**config.mk**
```make
export PLATFORM = sky130hd
export DESIGN_NAME = fnd_scan_driver
export DESIGN_NICKNAME = d
export VERILOG_FILES = /design/src/rtl/fnd_pkg.sv /design/src/rtl/bin2bcd_seq.sv /design/src/rtl/fnd_scan_driver.sv
export SDC_FILE = /design/constraint.sdc
export NUM_CORES = 1
export LEC_CHECK = 0
export BUFFER_PORTS_ARGS = -buffer_cell sky130_fd_sc_hd__buf_2
export CORE_MARGIN = 4
export CORE_UTILIZATION = 32
export DETAILED_ROUTE_END_ITERATION = 7
export SYNTH_ARGS = -nofsm -noshare
export SYNTH_HDL_FRONTEND = slang
export SYNTH_SLANG_ARGS = --single-unit
```
**constraint.sdc**
```tcl
create_clock -name clk -period 2.18 [get_ports clk]
set_clock_uncertainty 0.1 [all_clocks]
set_input_delay 0.545 -clock clk [delete_from_list [all_inputs] [get_ports clk]]
set_output_delay 0.545 -clock clk [all_outputs]
set_load 0.005 [all_outputs]
```
**src/rtl/fnd_pkg.sv**
```systemverilog
// Shared constants, FSM encoding and small helpers for the 7-segment scan driver.
package fnd_pkg;

  localparam int NUM_DIGITS = 4;
  localparam int MAX_DISP   = 9999;

  // Active-low segment patterns, bit 0 = a .. bit 6 = g.
  localparam logic [6:0] SEG_0     = 7'h40;
  localparam logic [6:0] SEG_1     = 7'h79;
  localparam logic [6:0] SEG_2     = 7'h24;
  localparam logic [6:0] SEG_3     = 7'h30;
  localparam logic [6:0] SEG_4     = 7'h19;
  localparam logic [6:0] SEG_5     = 7'h12;
  localparam logic [6:0] SEG_6     = 7'h02;
  localparam logic [6:0] SEG_7     = 7'h78;
  localparam logic [6:0] SEG_8     = 7'h00;
  localparam logic [6:0] SEG_9     = 7'h10;
  localparam logic [6:0] SEG_BLANK = 7'h7F;

  typedef enum logic [1:0] {
    IDLE   = 2'd0,
    SHIFT  = 2'd1,
    COMMIT = 2'd2
  } conv_state_t;

  // Nibble to segment pattern; anything above 9 shows as blank.
  function automatic logic [6:0] seg_encode(input logic [3:0] nib);
    logic [6:0] s;
    case (nib)
      4'd0:    s = SEG_0;
      4'd1:    s = SEG_1;
      4'd2:    s = SEG_2;
      4'd3:    s = SEG_3;
      4'd4:    s = SEG_4;
      4'd5:    s = SEG_5;
      4'd6:    s = SEG_6;
      4'd7:    s = SEG_7;
      4'd8:    s = SEG_8;
      4'd9:    s = SEG_9;
      default: s = SEG_BLANK;
    endcase
    return s;
  endfunction

  // Add-3 correction applied to every BCD nibble that is 5 or more.
  function automatic logic [15:0] bcd_adjust(input logic [15:0] b);
    logic [15:0] r;
    r = b;
    for (int i = 0; i < NUM_DIGITS; i++) begin
      if (b[4*i +: 4] >= 4'd5) r[4*i +: 4] = b[4*i +: 4] + 4'd3;
    end
    return r;
  endfunction

endpackage

```
**src/rtl/bin2bcd_seq.sv**
```systemverilog
// Sequential shift-add-3 binary to BCD converter.
// Handshake: start is honoured only in IDLE (busy=0). busy stays high from the
// accepting edge until the edge on which done is seen; done is high for exactly
// one cycle, during which bcd holds the finished result.
module bin2bcd_seq
  import fnd_pkg::*;
#(
  parameter int WIDTH = 14
) (
  input  logic             clk,
  input  logic             reset,
  input  logic             start,
  input  logic [WIDTH-1:0] bin,
  output logic             busy,
  output logic             done,
  output logic [15:0]      bcd,
  output conv_state_t      state
);

  localparam int CW = $clog2(WIDTH + 1);
  localparam logic [CW-1:0] LAST_ITER = CW'(WIDTH - 1);

  conv_state_t          state_next;
  logic [CW-1:0]        cnt;
  logic [WIDTH+15:0]    sr;
  logic [WIDTH+15:0]    sr_adj;

  assign sr_adj = {bcd_adjust(sr[WIDTH+15:WIDTH]), sr[WIDTH-1:0]};
  assign bcd    = sr[WIDTH+15:WIDTH];

  // State register; reset aborts any conversion in flight.
  always_ff @(posedge clk) begin
    if (!reset) state <= IDLE;
    else        state <= state_next;
  end

  // Next-state and handshake outputs.
  always_comb begin
    state_next = state;
    busy       = 1'b0;
    done       = 1'b0;
    case (state)
      IDLE: begin
        if (start) state_next = SHIFT;
      end
      SHIFT: begin
        busy = 1'b1;
        if (cnt == LAST_ITER) state_next = COMMIT;
      end
      COMMIT: begin
        busy       = 1'b1;
        done       = 1'b1;
        state_next = IDLE;
      end
      default: state_next = IDLE;
    endcase
  end

  // Shift register and iteration counter: one adjust+shift per SHIFT cycle.
  always_ff @(posedge clk) begin
    if (!reset) begin
      sr  <= '0;
      cnt <= '0;
    end else if (state == IDLE && start) begin
      sr  <= {16'd0, bin};
      cnt <= '0;
    end else if (state == SHIFT) begin
      sr  <= sr_adj << 1;
      cnt <= cnt + 1'b1;
    end
  end

endmodule

```
**src/rtl/fnd_scan_driver.sv**
```systemverilog
// 4-digit multiplexed 7-segment driver: binary in, BCD conversion, digit scan,
// leading-zero blanking and per-digit decimal points.
module fnd_scan_driver
  import fnd_pkg::*;
#(
  parameter int SCAN_DIV = 100000,
  parameter int WIDTH    = 14
) (
  input  logic             clk,
  input  logic             reset,
  input  logic [WIDTH-1:0] in_data,
  input  logic             in_load,
  input  logic             lz_blank,
  input  logic [3:0]       dp,
  output logic             busy,
  output logic             ovf,
  output logic [7:0]       seg,
  output logic [3:0]       an
);

  localparam int SCW = (SCAN_DIV > 2) ? $clog2(SCAN_DIV) : 1;
  localparam logic [SCW-1:0]   SCAN_LAST = SCW'(SCAN_DIV - 1);
  localparam logic [WIDTH-1:0] MAX_W     = WIDTH'(MAX_DISP);

  conv_state_t      conv_state;
  logic             conv_busy;
  logic             conv_done;
  logic [15:0]      conv_bcd;
  logic             accept;
  logic             over;
  logic [WIDTH-1:0] clamped;

  logic [15:0]      digits;
  logic [SCW-1:0]   scan_cnt;
  logic [1:0]       idx;
  logic             z3, z2, z1;
  logic [3:0]       nib;
  logic             lz_zero;
  logic [6:0]       seg_next;

  assign accept  = in_load && (conv_state == IDLE);
  assign over    = in_data > MAX_W;
  assign clamped = over ? MAX_W : in_data;
  assign busy    = conv_busy;

  bin2bcd_seq #(.WIDTH(WIDTH)) u_conv (
    .clk   (clk),
    .reset (reset),
    .start (accept),
    .bin   (clamped),
    .busy  (conv_busy),
    .done  (conv_done),
    .bcd   (conv_bcd),
    .state (conv_state)
  );

  // Overflow flag tracks the most recently accepted load only.
  always_ff @(posedge clk) begin
    if (!reset)      ovf <= 1'b0;
    else if (accept) ovf <= over;
  end

  // Displayed digits change on one edge only, so no partial value is ever shown.
  always_ff @(posedge clk) begin
    if (!reset)         digits <= '0;
    else if (conv_done) digits <= conv_bcd;
  end

  // Free-running scan divider and digit index.
  always_ff @(posedge clk) begin
    if (!reset) begin
      scan_cnt <= '0;
      idx      <= 2'd0;
    end else if (scan_cnt == SCAN_LAST) begin
      scan_cnt <= '0;
      idx      <= idx + 2'd1;
    end else begin
      scan_cnt <= scan_cnt + 1'b1;
    end
  end

  // A digit is a leading zero when it and every digit above it are zero.
  assign z3 = (digits[15:12] == 4'd0);
  assign z2 = z3 && (digits[11:8] == 4'd0);
  assign z1 = z2 && (digits[7:4] == 4'd0);

  // Select the active digit and apply blanking; digit 0 is never blanked.
  always_comb begin
    nib     = 4'd0;
    lz_zero = 1'b0;
    case (idx)
      2'd0: nib = digits[3:0];
      2'd1: begin nib = digits[7:4];   lz_zero = z1; end
      2'd2: begin nib = digits[11:8];  lz_zero = z2; end
      2'd3: begin nib = digits[15:12]; lz_zero = z3; end
      default: nib = 4'd0;
    endcase
    seg_next = (lz_blank && lz_zero) ? SEG_BLANK : seg_encode(nib);
  end

  // Registered display outputs; dp is shown even on a blanked digit.
  always_ff @(posedge clk) begin
    if (!reset) begin
      seg <= 8'hFF;
      an  <= 4'hF;
    end else begin
      seg <= {~dp[idx], seg_next};
      an  <= ~(4'b0001 << idx);
    end
  end

endmodule

```
==> impl_metrics.env, run 1 <==
export IMPL_status="finished clean"
export IMPL_place_congestion=0.7675
export IMPL_grt_max_degree=28
export IMPL_grtUsageMet2=0.1967
export IMPL_tritoncts="done"
export IMPL_htreeDepth=3
export IMPL_min_period_ns=2.065
export IMPL_synth_seq_cells=84
export IMPL_ys_types=43
export IMPL_final_util=0.3926
export IMPL_max_cap_viol_count=0
export IMPL_synth_area_leaders="dfxtp_1, mux2i_1, ha_1"
export IMPL_clockPowerShare=0.424
export IMPL_crit_type="flip-flop to flip-flop"
export IMPL_gr_usage_met1=0.1337
export IMPL_grt_ovfl_total=0
export IMPL_die_h_um=120.2
export IMPL_grt_pass1_wl_um=13630
export IMPL_cts_buffers=9
export IMPL_insertion_delay_ns=0.33
export IMPL_p_sw_frac=0.2301
export IMPL_rows=40
export IMPL_netlist_instances=438
export IMPL_hp_class="flip-flop to flip-flop"
export IMPL_placedCellCount=634
export IMPL_p_int_mw=2.604
export IMPL_cp_end_kind="flip-flop"
export IMPL_vias=3060
export IMPL_synth_async_reset_ratio=0
export IMPL_worstMarginPinSlew_ns=0.5696
export IMPL_yosys_warnings=0
export IMPL_portBuffers=35
export IMPL_cts_hold_buf=0
export IMPL_core_area_um2=12160
export IMPL_p_sw_mw=0.7783
export IMPL_first_pass_iters=5
export IMPL_cts_sinks=84
export IMPL_pwr_share_comb=0.097
export IMPL_drive_above_1_share=0.1581
export IMPL_nets=527
export IMPL_top_usage_layer="met2"
export IMPL_cp_arrival_ns=2.18
export IMPL_track_usage=0.1140
export IMPL_area_growth_pct=18.55
export IMPL_maxClockFrequency_mhz=484.3
export IMPL_drt_wirelength_per_cell_um=12.14
export IMPL_irDropWorstVdd_mv=0.4332
export IMPL_drt_initial_drc_count=125
export IMPL_setup_tns_ns=0
export IMPL_finalSetupViolCount=0
export IMPL_synth_edf_count=0
export IMPL_grt_antenna_before_repair=0
export IMPL_yosys_most_used_dff="dfxtp_1"
export IMPL_synth_largest_area_cell="dfxtp_1"
export IMPL_synth_yosys_seq_area_share=0.4175
export IMPL_clk_pin_slew_ns=0.06
export IMPL_fin_ws_ns=0.1152
export IMPL_wl_um=7951
export IMPL_die_w_um=120.2
export IMPL_p_leak_nw=1.832
export IMPL_antenna_cells=0
export IMPL_synth_top_area_share=0.4175
export IMPL_cp_required_ns=2.29
export IMPL_dp_final_hpwl_um=5651
export IMPL_io_pins=36
export IMPL_met3_usage=0.03134
export IMPL_grt_pass1_vias=3002
export IMPL_yosysMostFrequentCell="dfxtp_1"
export IMPL_startpoint_type="flip-flop"
export IMPL_start_util=0.3312
export IMPL_post_drt_via_cell_ratio=4.672
export IMPL_seqPwrFrac=0.479
export IMPL_avgSynthCellArea_um2=9.195
export IMPL_dpl_worst_slack_ns=-0.01460
export IMPL_syn_nets=483
export IMPL_stdcell_count=655
export IMPL_cts_root_buf="clkbuf_16"
export IMPL_syn_area_um2=4028
export IMPL_ant_nets=0
export IMPL_crit_path_max_fanout=8
export IMPL_drv_slew=0
export IMPL_period_share=0.9472
export IMPL_power_density_nw_per_um2=708.3
export IMPL_yosys_top_cells_count="dfxtp_1, nor2_1, mux2i_1, nand2_1, ha_1"
export IMPL_p_total_mw=3.382
export IMPL_clockBufferDepth=2
export IMPL_drc=0
export IMPL_relSlewSlack=0.6203
export IMPL_hold_viol_final=0
export IMPL_die_area_um2=14450
## critical path, stage by stage (launching register included)
cell and delay [ns]:
dfxtp_4 0.37, inv_1 0.08, ha_1 0.22, buf_4 0.16
a222oi_1 0.45, mux2i_4 0.18, buf_4 0.18, nor3_2 0.13
o21ai_1 0.09
## metal layers
metal	vias to the layer above	share of wire	routed length, µm
li1	1585	-	-
met2	43	0.49	3916
met4	0	0.016	126
met5	-	0	0
met1	1419	0.46	3635
met3	13	0.034	274
## kinds of logic (layout without fill, tap and decap cells)
group | count (synthesis) | in the layout | synth area share
simple gates | 151 | 151 | 0.1879
buf+inv | 40 | 89 | 0.04163
mux | 41 | 41 | 0.1072
fa+ha+maj | 23 | 23 | 0.07145
xor+xnor | 27 | 27 | 0.05871
compound gates | 72 | 72 | 0.1156
flops | 84 | 84 | 0.4175
## layout make-up
type | count | area (µm²)
Clock buffer | 15 | 277.8
Timing Repair Buffer | 50 | 300.3
Inverter | 23 | 91.34
Multi-Input combinational cell | 314 | 2203
Tap cell | 168 | 210.2
Clock inverter | 1 | 5.005
Fill cell | 1211 | 7387
Sequential cell | 84 | 1687
## power groups by stage
stage	Clock [mW]	Sequential, mW	Combinational [mW]
detailed placement	0	1.65	0.331
floorplan	0	1.65	0.235
finish	1.43	1.62	0.328
global route	1.54	1.62	0.371
global placement	0	1.65	0.326
CTS	1.49	1.62	0.333
## registers in the layout, summed over array words and instances (netlist names)
signal / flops
idx: 2
u_conv.state: 2
scan_cnt: 17
u_conv.sr: 30
ovf: 1
digits: 16
u_conv.cnt: 4
seg: 8
an: 4
## per-stage QoR
stage	hold WS (ns)	area (µm²)
CTS	0.3759	4713
floorplan	0.3335	4028
finish	0.3745	4775
detailed placement	0.3626	4427
global placement	0.3553	4427
global route	0.3905	4775
## final timing paths
path	start	depth (start not counted)	end	slack, ns
max	idx[1]	8	seg[6]	0.12
max reg2reg	idx[1]	8	seg[6]	0.12
min	ovf	2	ovf	0.37
min reg2reg	ovf	2	ovf	0.37
## what timing repair did
| action | CTS | global route |
|---|---|---|
| setup endpoints to repair | 2 | 6 |
| buffers inserted | 0 | 5 |
| pin swaps | 0 | 2 |
| gates resized for setup | 1 | 7 |
## cell usage in the layout (no fill, tap or decap), types with 5 or more instances in the layout
| cell type | Yosys | layout |
|---|---|---|
| and3_1 | 5 | 5 |
| nor2b_1 | 20 | 20 |
| buf_4 | 2 | 14 |
| a21oi_1 | 18 | 18 |
| o21ai_0 | 17 | 17 |
| mux2i_1 | 37 | 37 |
| a21boi_0 | 8 | 8 |
| inv_1 | 22 | 22 |
| nand3_1 | 22 | 22 |
| a211oi_1 | 5 | 5 |
| nand2b_1 | 10 | 10 |
| clkbuf_16 | 0 | 9 |
| nor4_1 | 5 | 5 |
| nand2_1 | 33 | 33 |
| buf_2 | 4 | 35 |
| xor2_1 | 11 | 11 |
| dfxtp_1 | 84 | 82 |
| nor2_1 | 38 | 38 |
| xnor2_1 | 16 | 16 |
| ha_1 | 23 | 20 |
No activity file was read; power rests on OpenSTA's default activity.
==> run 2: changes to the inputs <==
--- a/config.mk
+++ b/config.mk
@@ -5,10 +5,11 @@
 export SDC_FILE = /design/constraint.sdc
 export NUM_CORES = 1
 export LEC_CHECK = 0
-export BUFFER_PORTS_ARGS = -buffer_cell sky130_fd_sc_hd__buf_2
+export BUFFER_PORTS_ARGS = -buffer_cell sky130_fd_sc_hd__buf_4
 export CORE_MARGIN = 4
 export CORE_UTILIZATION = 32
 export DETAILED_ROUTE_END_ITERATION = 7
+export HOLD_SLACK_MARGIN = 0.02
 export SYNTH_ARGS = -nofsm -noshare
 export SYNTH_HDL_FRONTEND = slang
 export SYNTH_SLANG_ARGS = --single-unit
==> run 2 against run 1 <==
  * Utilization is 1.6 points higher
  * Clock power is 18% higher
  * Setup slack worse by 0.015 ns
  * Highest routed layer unchanged
  * Sequential power hardly changed
  * Non-clock buffer count is 2 higher
  * Worst hold slack worse by 0.011 ns
  * Design area is 4.2% higher
  * Largest cell class unchanged
  * Sequential cell count stayed put
  * Combinational power is 3% higher
==> impl_metrics.env, run 2 (synthesis results as in run 1) <==
export IMPL_r2r_start="idx[1]"
export IMPL_grt_antenna_before_repair=0
export IMPL_largest_reg_flops=30
export IMPL_nets=530
export IMPL_regMostFlops="u_conv.sr"
export IMPL_tritoncts="done"
export IMPL_portBuffers=35
export IMPL_place_congestion=0.8135
export IMPL_drt_wirelength_per_cell_um=12.56
export IMPL_finalSetupViolCount=0
export IMPL_crit_path_max_fanout=5
export IMPL_core_area_um2=12160
export IMPL_p_leak_nw=1.895
export IMPL_cts_sinks=84
export IMPL_first_pass_iters=4
export IMPL_grt_pass1_vias=3145
export IMPL_max_cap_viol_count=0
export IMPL_cts_buffers=9
export IMPL_reg2reg_depth=8
export IMPL_die_h_um=120.2
export IMPL_maxClockFrequency_mhz=480.7
export IMPL_die_w_um=120.2
export IMPL_drt_initial_drc_count=104
export IMPL_hold_depth=1
export IMPL_setup_tns_ns=0
export IMPL_htreeDepth=3
export IMPL_hp_start="scan_cnt[0]"
export IMPL_min_period_ns=2.080
export IMPL_post_drt_via_cell_ratio=4.769
export IMPL_drv_slew=0
export IMPL_cts_root_buf="clkbuf_16"
export IMPL_cp_required_ns=2.36
export IMPL_insertion_delay_ns=0.33
export IMPL_hp_class="flip-flop to flip-flop"
export IMPL_cp_arrival_ns=2.26
export IMPL_crit_type="flip-flop to flip-flop"
export IMPL_antenna_cells=0
export IMPL_final_common_cell="dfxtp_1"
export IMPL_final_cell_mix="dfxtp_1, buf_4, nor2_1, mux2i_1, nand2_1"
export IMPL_io_pins=36
export IMPL_r2r_slack_ns=0.1
export IMPL_final_util=0.4090
export IMPL_area_growth_pct=23.49
export IMPL_grt_ovfl_total=0
export IMPL_status="finished clean"
export IMPL_r2r_end="seg[0]"
export IMPL_fillerInstances=1197
export IMPL_cts_hold_buf=0
export IMPL_rows=40
export IMPL_cp_end_kind="flip-flop"
export IMPL_period_share=0.9543
export IMPL_clockBufferDepth=2
export IMPL_hold_viol_final=0
export IMPL_vias=3133
export IMPL_irDropWorstVdd_mv=0.2855
export IMPL_clk_pin_slew_ns=0.06
export IMPL_dp_final_hpwl_um=5748
export IMPL_grt_pass1_wl_um=14240
export IMPL_start_util=0.3312
export IMPL_grt_max_degree=26
export IMPL_track_usage=0.1198
export IMPL_die_area_um2=14450
export IMPL_top_regs="u_conv.sr: 30 flops, scan_cnt: 17 flops, digits: 16 flops"
export IMPL_drc=0
export IMPL_hold_end="scan_cnt[0]"
export IMPL_relSlewSlack=0.6119
export IMPL_worstMarginPinSlew_ns=0.5821
export IMPL_ant_nets=0
export IMPL_startpoint_type="flip-flop"
export IMPL_power_density_nw_per_um2=733.5
export IMPL_wl_um=8249
export IMPL_grt_setup_unrepaired="yes"
export IMPL_drive_above_1_share=0.1697
[run 2: changes by cell type in the layout (fill, tap and decap cells not counted), sizes merged]
cell,previous run,this run
buf,50,52
bufinv,0,3
clkbuf,15,11
clkinvlp,0,1
inv,22,21
mux2i,39,40
[run 2: power breakdown]
group	total, mW	switching [mW]	internal [mW]
sequential	1.62	0.0305	1.59
combinational	0.339	0.176	0.163
clock	1.69	0.577	1.12
[run 2: how the worst max path moves through the flow]
stage | from | endpoint | depth (start not counted)
after floorplan | idx[0] | seg[3] | 7
after global placement | idx[0] | seg[5] | 8
after detailed placement | idx[0] | seg[5] | 8
after CTS | idx[1] | seg[0] | 7
after global routing | idx[1] | seg[6] | 7
final | idx[1] | seg[0] | 8
[run 2: cell type report]
| cell class | instances | area [µm²] | area share |
|---|---|---|---|
| clock buffer | 11 | 232.7 | 0.04679 |
| clock inverter | 4 | 98.84 | 0.01987 |
| inverter | 23 | 95.09 | 0.01912 |
| multi-input combinational | 315 | 2257 | 0.4538 |
| sequential | 84 | 1689 | 0.3396 |
| tap | 168 | 210.2 | 0.04226 |
| timing repair buffer | 52 | 390.4 | 0.07849 |
[run 2: metal layers]
metal,track usage,vias to the layer above,part of all wire,wire [µm]
li1,-,1601,-,-
met1,0.1472,1471,0.45,3735
met2,0.1992,45,0.49,4071
met3,0.03040,16,0.035,288
met4,0.05082,0,0.019,153
met5,0,-,0,0
[run 2: worst max-delay path, cell delays in order (launching register included)]
cell and delay (ns):
dfxtp_4 0.38, inv_1 0.11, ha_2 0.21, buf_4 0.15, a222oi_1 0.35, buf_4 0.21, mux2i_4 0.08, o311a_1 0.36
nand2_1 0.07
[run 2: through the flow]
| stage | cells | setup WS, ns | hold slack, ns | power, mW | instance area (µm²) |
|---|---|---|---|---|---|
| after global placement | 633 | 0.05911 | 0.3551 | 1.988 | 4494 |
| after detailed placement | 633 | -0.03078 | 0.3538 | 1.996 | 4494 |
| final | 657 | 0.09969 | 0.3639 | 3.648 | 4974 |
| after global routing | 657 | -0.01145 | 0.3858 | 3.832 | 4974 |
| after CTS | 650 | 0.02861 | 0.3679 | 3.707 | 4846 |
| after floorplan | 438 | 0.1669 | 0.3335 | 1.881 | 4028 |
[run 2: repair_timing]
action                     4_1_cts  5_1_grt
pin swaps                        1        3
cloned                           0        1
setup endpoints to repair        2        6
resized for setup                2       15
buffers inserted                 2        6
hold endpoints to repair         0        0
